[src/rtl/chi_flit_pkg.sv]
// Shared CHI flit definitions for the HN-F link-layer transmitters and receivers.
`timescale 1ns/1ps
package chi_flit_pkg;

  // Architectural ceiling on L-credits a CHI receiver may hand out.
  localparam int CHI_MAX_LCRD = 15;

  typedef enum logic [3:0] {
    RSP_LCRD_RETURN    = 4'h0,
    RSP_SNP_RESP       = 4'h1,
    RSP_COMP_ACK       = 4'h2,
    RSP_RETRY_ACK      = 4'h3,
    RSP_COMP           = 4'h4,
    RSP_COMP_DBID_RESP = 4'h5,
    RSP_DBID_RESP      = 4'h6,
    RSP_PCRD_GRANT     = 4'h7,
    RSP_READ_RECEIPT   = 4'h8,
    RSP_SNP_RESP_FWDED = 4'h9
  } rsp_opcode_e;

  typedef struct packed {
    logic [3:0]  qos;
    logic [6:0]  tgtid;
    logic [6:0]  srcid;
    logic [7:0]  txnid;
    rsp_opcode_e opcode;
    logic [1:0]  resperr;
    logic [2:0]  resp;
    logic [2:0]  fwdstate;
    logic [7:0]  dbid;
    logic [3:0]  pcrdtype;
    logic        tracetag;
  } rspflit_t;

endpackage

[src/rtl/chi_sync_fifo.sv]
// Single-clock FIFO with wrap-bit pointers; shared by the CHI TX channel transmitters.
`timescale 1ns/1ps
module chi_sync_fifo #(
  parameter int WIDTH = 8,
  parameter int DEPTH = 4
) (
  input  logic                     clock,
  input  logic                     reset,
  input  logic                     push,
  input  logic [WIDTH-1:0]         push_data,
  input  logic                     pop,
  output logic [WIDTH-1:0]         pop_data,
  output logic                     full,
  output logic                     empty,
  output logic [$clog2(DEPTH):0]   count
);

  localparam int AW = $clog2(DEPTH);

  logic [WIDTH-1:0] mem [DEPTH];
  logic [AW:0]      wr_ptr;
  logic [AW:0]      rd_ptr;
  logic             do_push;
  logic             do_pop;

  assign do_push = push && !full;
  assign do_pop  = pop && !empty;

  always_ff @(posedge clock) begin
    if (reset) begin
      wr_ptr <= '0;
      rd_ptr <= '0;
    end else begin
      if (do_push) wr_ptr <= wr_ptr + 1'b1;
      if (do_pop)  rd_ptr <= rd_ptr + 1'b1;
    end
  end

  // Storage needs no reset; the pointers alone define which entries are live.
  always_ff @(posedge clock) begin
    if (do_push) mem[wr_ptr[AW-1:0]] <= push_data;
  end

  assign pop_data = mem[rd_ptr[AW-1:0]];
  assign empty    = (wr_ptr == rd_ptr);
  assign full     = (wr_ptr[AW] != rd_ptr[AW]) && (wr_ptr[AW-1:0] == rd_ptr[AW-1:0]);
  assign count    = wr_ptr - rd_ptr;

endmodule

[src/rtl/hnf_txrsp.sv]
// HN-F TXRSP link-layer transmitter: buffers response flits and sends them against L-credits.
`timescale 1ns/1ps
module hnf_txrsp
  import chi_flit_pkg::*;
#(
  parameter int DEPTH   = 4,
  parameter int MAX_CRD = CHI_MAX_LCRD,
  localparam int CW     = $clog2(MAX_CRD + 1)
) (
  input  logic          clock,
  input  logic          reset,
  input  rspflit_t      txrspflit,
  input  logic          txrsp_valid,
  output logic          txrsp_ready,
  output rspflit_t      TXRSPFLIT,
  output logic          TXRSPFLITV,
  output logic          TXRSPFLITPEND,
  input  logic          TXRSPLCRDV,
  output logic [CW-1:0] crd_cnt,
  output logic          txrsp_idle,
  output logic          crd_overflow
);

  localparam logic [CW-1:0] CRD_MAX = CW'(MAX_CRD);

  logic                      fifo_full;
  logic                      fifo_empty;
  logic [$clog2(DEPTH):0]    fifo_count;
  logic [$bits(rspflit_t)-1:0] head_bits;
  logic                      launch;

  chi_sync_fifo #(
    .WIDTH ($bits(rspflit_t)),
    .DEPTH (DEPTH)
  ) u_fifo (
    .clock     (clock),
    .reset     (reset),
    .push      (txrsp_valid),
    .push_data (txrspflit),
    .pop       (launch),
    .pop_data  (head_bits),
    .full      (fifo_full),
    .empty     (fifo_empty),
    .count     (fifo_count)
  );

  assign launch = !fifo_empty && (crd_cnt != '0);

  // Reset forces the handshake-facing outputs to their idle values before the first edge lands.
  assign txrsp_ready   = reset || !fifo_full;
  assign TXRSPFLITPEND = launch && !reset;
  assign txrsp_idle    = reset || ((fifo_count == '0) && !TXRSPFLITV);

  always_ff @(posedge clock) begin
    if (reset) begin
      TXRSPFLITV   <= 1'b0;
      TXRSPFLIT    <= '0;
      crd_cnt      <= '0;
      crd_overflow <= 1'b0;
    end else begin
      TXRSPFLITV <= launch;
      TXRSPFLIT  <= launch ? rspflit_t'(head_bits) : '0;
      // A grant coinciding with a launch nets to zero; a surplus grant at the ceiling is dropped and flagged.
      case ({launch, TXRSPLCRDV})
        2'b10: crd_cnt <= crd_cnt - 1'b1;
        2'b01: begin
          if (crd_cnt == CRD_MAX) crd_overflow <= 1'b1;
          else                    crd_cnt      <= crd_cnt + 1'b1;
        end
        default: crd_cnt <= crd_cnt;
      endcase
    end
  end

endmodule

[config.mk]
export PLATFORM = sky130hd
export DESIGN_NAME = hnf_txrsp
export DESIGN_NICKNAME = d
export VERILOG_FILES = /design/src/rtl/chi_flit_pkg.sv /design/src/rtl/chi_sync_fifo.sv /design/src/rtl/hnf_txrsp.sv
export SDC_FILE = /design/constraint.sdc
export NUM_CORES = 1
export LEC_CHECK = 0
export ABC_AREA = 0
export BUFFER_PORTS_ARGS = -buffer_cell sky130_fd_sc_hd__buf_2
export CORE_ASPECT_RATIO = 0.6
export CORE_MARGIN = 2
export CORE_UTILIZATION = 50
export CTS_CLUSTER_SIZE = 8
export DETAILED_ROUTE_END_ITERATION = 8
export HOLD_SLACK_MARGIN = 0.02
export PLACE_DENSITY = 0.75
export SKIP_LAST_GASP = 1
export SYNTH_ARGS = -nofsm -noshare
export SYNTH_HDL_FRONTEND = slang
export SYNTH_SLANG_ARGS = --single-unit
[constraint.sdc]
create_clock -name clock -period 8.2 [get_ports clock]
set_input_delay 1.23 -clock clock [delete_from_list [all_inputs] [get_ports clock]]
set_output_delay 1.23 -clock clock [all_outputs]
set_load 0.1 [all_outputs]
==> flow_summary_export.csv <==
group,metric,value,unit
global_routing,use_met3,5.191,%
clocking,cts_buffers,39,
setup_path,endpoint_kind,"output port",
placed_design,io_buffers,114,
die,fp.dieH,110.8,µm
routing,first_iter_violations,348,
sta,relSlewSlack,28.74,%
synth,synth_most_common_cell,"edfxtp_1",
setup_path,critPathMaxFanout,52,
clocking,cts.reportedPaths.clkPinSlew,0.05,ns
clocking,clk_latency,0.50,ns
final_layout,area_delta_synth_final,21.08,%
synth,seq_area_frac_synth,77.75,%
setup_path,path_delay_family,"buffers and inverters",
die,fp-row-count,38,
synth,synthTopCellsByCount,"edfxtp_1 (204), dfxtp_1 (63), and2_1 (55), mux4_2 (51)",
sta,worst_slew_pin_slew,1.069,ns
synth,ys_seq_elements,267,
sta,final-setup-viol-count,0,
global_routing,met1_usage,25.38,%
synth,syn_inst,464,
die,initial_core_util,51.77,%
placed_design,dp_hpwl,9568,µm
routing,wl,17330,µm
synth,synth_area_leaders,"edfxtp_1 (64%), dfxtp_1 (13%), mux4_2 (12%)",
setup_path,cp.required,6.97,ns
clocking,cts_setup_buffers,0,
setup_path,crit_path_cell_trace,"inv_1 -> ha_1 -> nand2_1 -> o21ai_4 -> nor2_4 -> buf_4 -> buf_2",
routing,drc,0,
routing,vias,4607,
global_routing,grt_overflow,0,
setup_path,cpPeakStageDelay,0.52,ns
final_layout,final_core_util,62.69,%
routing,drtAntennaViolNets,0,
synth,synth_area_per_cell,20.48,µm²
routing,via_per_inst,5.235,
synth,synth_top_area_share,64.47,%
global_routing,grt-busiest-layer,"met2",
power_and_ir_drop,p_total,4.194,mW
global_routing,grt_start_max_net_pins,54,
placed_design,gp_congestion,0.7789,
hold_path,hold_path_class,"flop to flop",
die,coreArea,18350,µm²
die,dieArea,20160,µm²
final_layout,drive_above_1_share,35.64,%
routing,wire_per_inst,19.70,µm
sta,fmax,254.1,MHz
synth,syn-cell-area,9502,µm²
die,die_w,182.0,µm
setup_path,critPathKind,"flop to output port",
routing,dr.pass1.iters,4,
sta,holdWs,0.4663,ns
sta,finalHoldViolations,0,
power_and_ir_drop,ir_drop,0.2260,mV
run_status,outcome,"finished, final reports clean",
die,io_pins,115,
synth,synth_ff_type,"edfxtp_1",
setup_path,crit_buf_inv,3,
power_and_ir_drop,powerDensity,364.5,nW/µm²
synth,async_flop_share,0,%
global_routing,grt.total_usage,17.42,%
clocking,clock_sinks,267,
sta,rsz0062_at_grt,"no",
sta,min_period,3.935,ns
synth,synth_cell_types,34,
setup_path,cp_data_arrival_time,2.70,ns
final_layout,finalNetCount,672,
clocking,root_buffer,"clkbuf_16",
clocking,clockBufferDepth,3,
synth,ys_warn_count,0,
global_routing,grt_pass1_vias,4794,
global_routing,antenna_found_initial,3,
job,drv_cap,0,
sta,setup_tns,0,ns
sta,maxSlewViolCount,0,
global_routing,grt_pass1_wl,26550,µm
sta,fin_crit_sh,47.99,%
synth,yosys.area.top_type,"edfxtp_1",
clocking,cts_tree,"done",
clocking,cts_hold_buf,0,
synth,syn-num-nets,529,
sta,finalClockSkew,0.01540,ns
setup_path,cp-start-kind,"flop",
power_and_ir_drop,p_leak,4.179,nW
clocking,cts-htree-levels,2,
setup_path,reg2reg_setup_slack,5.38,ns
clocking,cts_resized,0,
synth,synth_edf_count,204,
setup_path,cp_slowest_cell,"buf_2",
global_routing,grtUsageMet2,25.75,%
[metal layers]
layer | vias up | share of wire [%] | routed length, µm
met2 | 153 | 44 | 7707
met3 | 22 | 7.5 | 1300
li1 | 2103 | - | -
met5 | - | 0 | 0
met4 | 0 | 1.4 | 235
met1 | 2329 | 47 | 8090
[state kept, by name (all words and copies together), names as in the netlist]
signal	flops
TXRSPFLIT	51
TXRSPFLITV	1
crd_cnt	4
crd_overflow	1
u_fifo.mem	204
u_fifo.rd_ptr	3
u_fifo.wr_ptr	3
[kinds of logic after synthesis]
kind of cell	after synthesis	synth area share, %
flops	267	77.75
simple gates	82	5.044
mux	58	12.87
buf+inv	26	1.106
compound gates	13	1.027
fa+ha+maj	10	1.396
xor+xnor	8	0.8165
[metrics by stage]
step / std cells / cell area, µm² / worst slack [ns]
4_1_cts: 877 / 11500 / 4.210
5_1_grt: 878 / 11500 / 4.059
6_report: 880 / 11500 / 4.265
2_1_floorplan: 464 / 9502 / 4.520
3_5_place_dp: 806 / 10360 / 4.397
3_3_place_gp: 806 / 10360 / 4.417
[cells in the final DEF, fill, tap and decap left out, types with 6 or more instances in the layout]
cell type	netlist	final
dfxtp_1	63	61
and2_1	55	52
buf_2	6	114
inv_1	7	6
edfxtp_1	204	204
nor2_1	13	13
clkbuf_1	13	28
clkbuf_16	0	40
buf_4	0	7
ha_1	9	9
mux4_2	51	51
[area by class of cell]
class                           instances  area [µm²]
Clock buffer                           68        1106
Timing Repair Buffer                  121       623.1
Antenna cell                            3       7.507
Sequential cell                       267        7392
Clock inverter                          3       31.28
Inverter                                7       26.28
Fill cell                            1299        6848
Multi-Input combinational cell        171        2018
Tap cell                              240       300.3
[worst min-delay path: stages (launching register included)]
cell     delay [ns]
dfxtp_1        0.32
a31oi_1        0.04
nor2_1         0.07
[worst paths after layout]
| check | from | to | cells past startpoint |
|---|---|---|---|
| min | crd_overflow | crd_overflow | 2 |
| max | u_fifo.wr_ptr[0] | TXRSPFLITPEND | 7 |
| max reg2reg | u_fifo.wr_ptr[0] | u_fifo.mem[1][27] | 6 |
| min reg2reg | crd_overflow | crd_overflow | 2 |
[power by group]
part	switching (mW)	internal (mW)	leakage [nW]
logic	0.836	0.272	1.25
registers	0.0425	1.60	2.39
clock network	0.535	0.909	0.542
No activity file was read; power rests on OpenSTA's default activity.
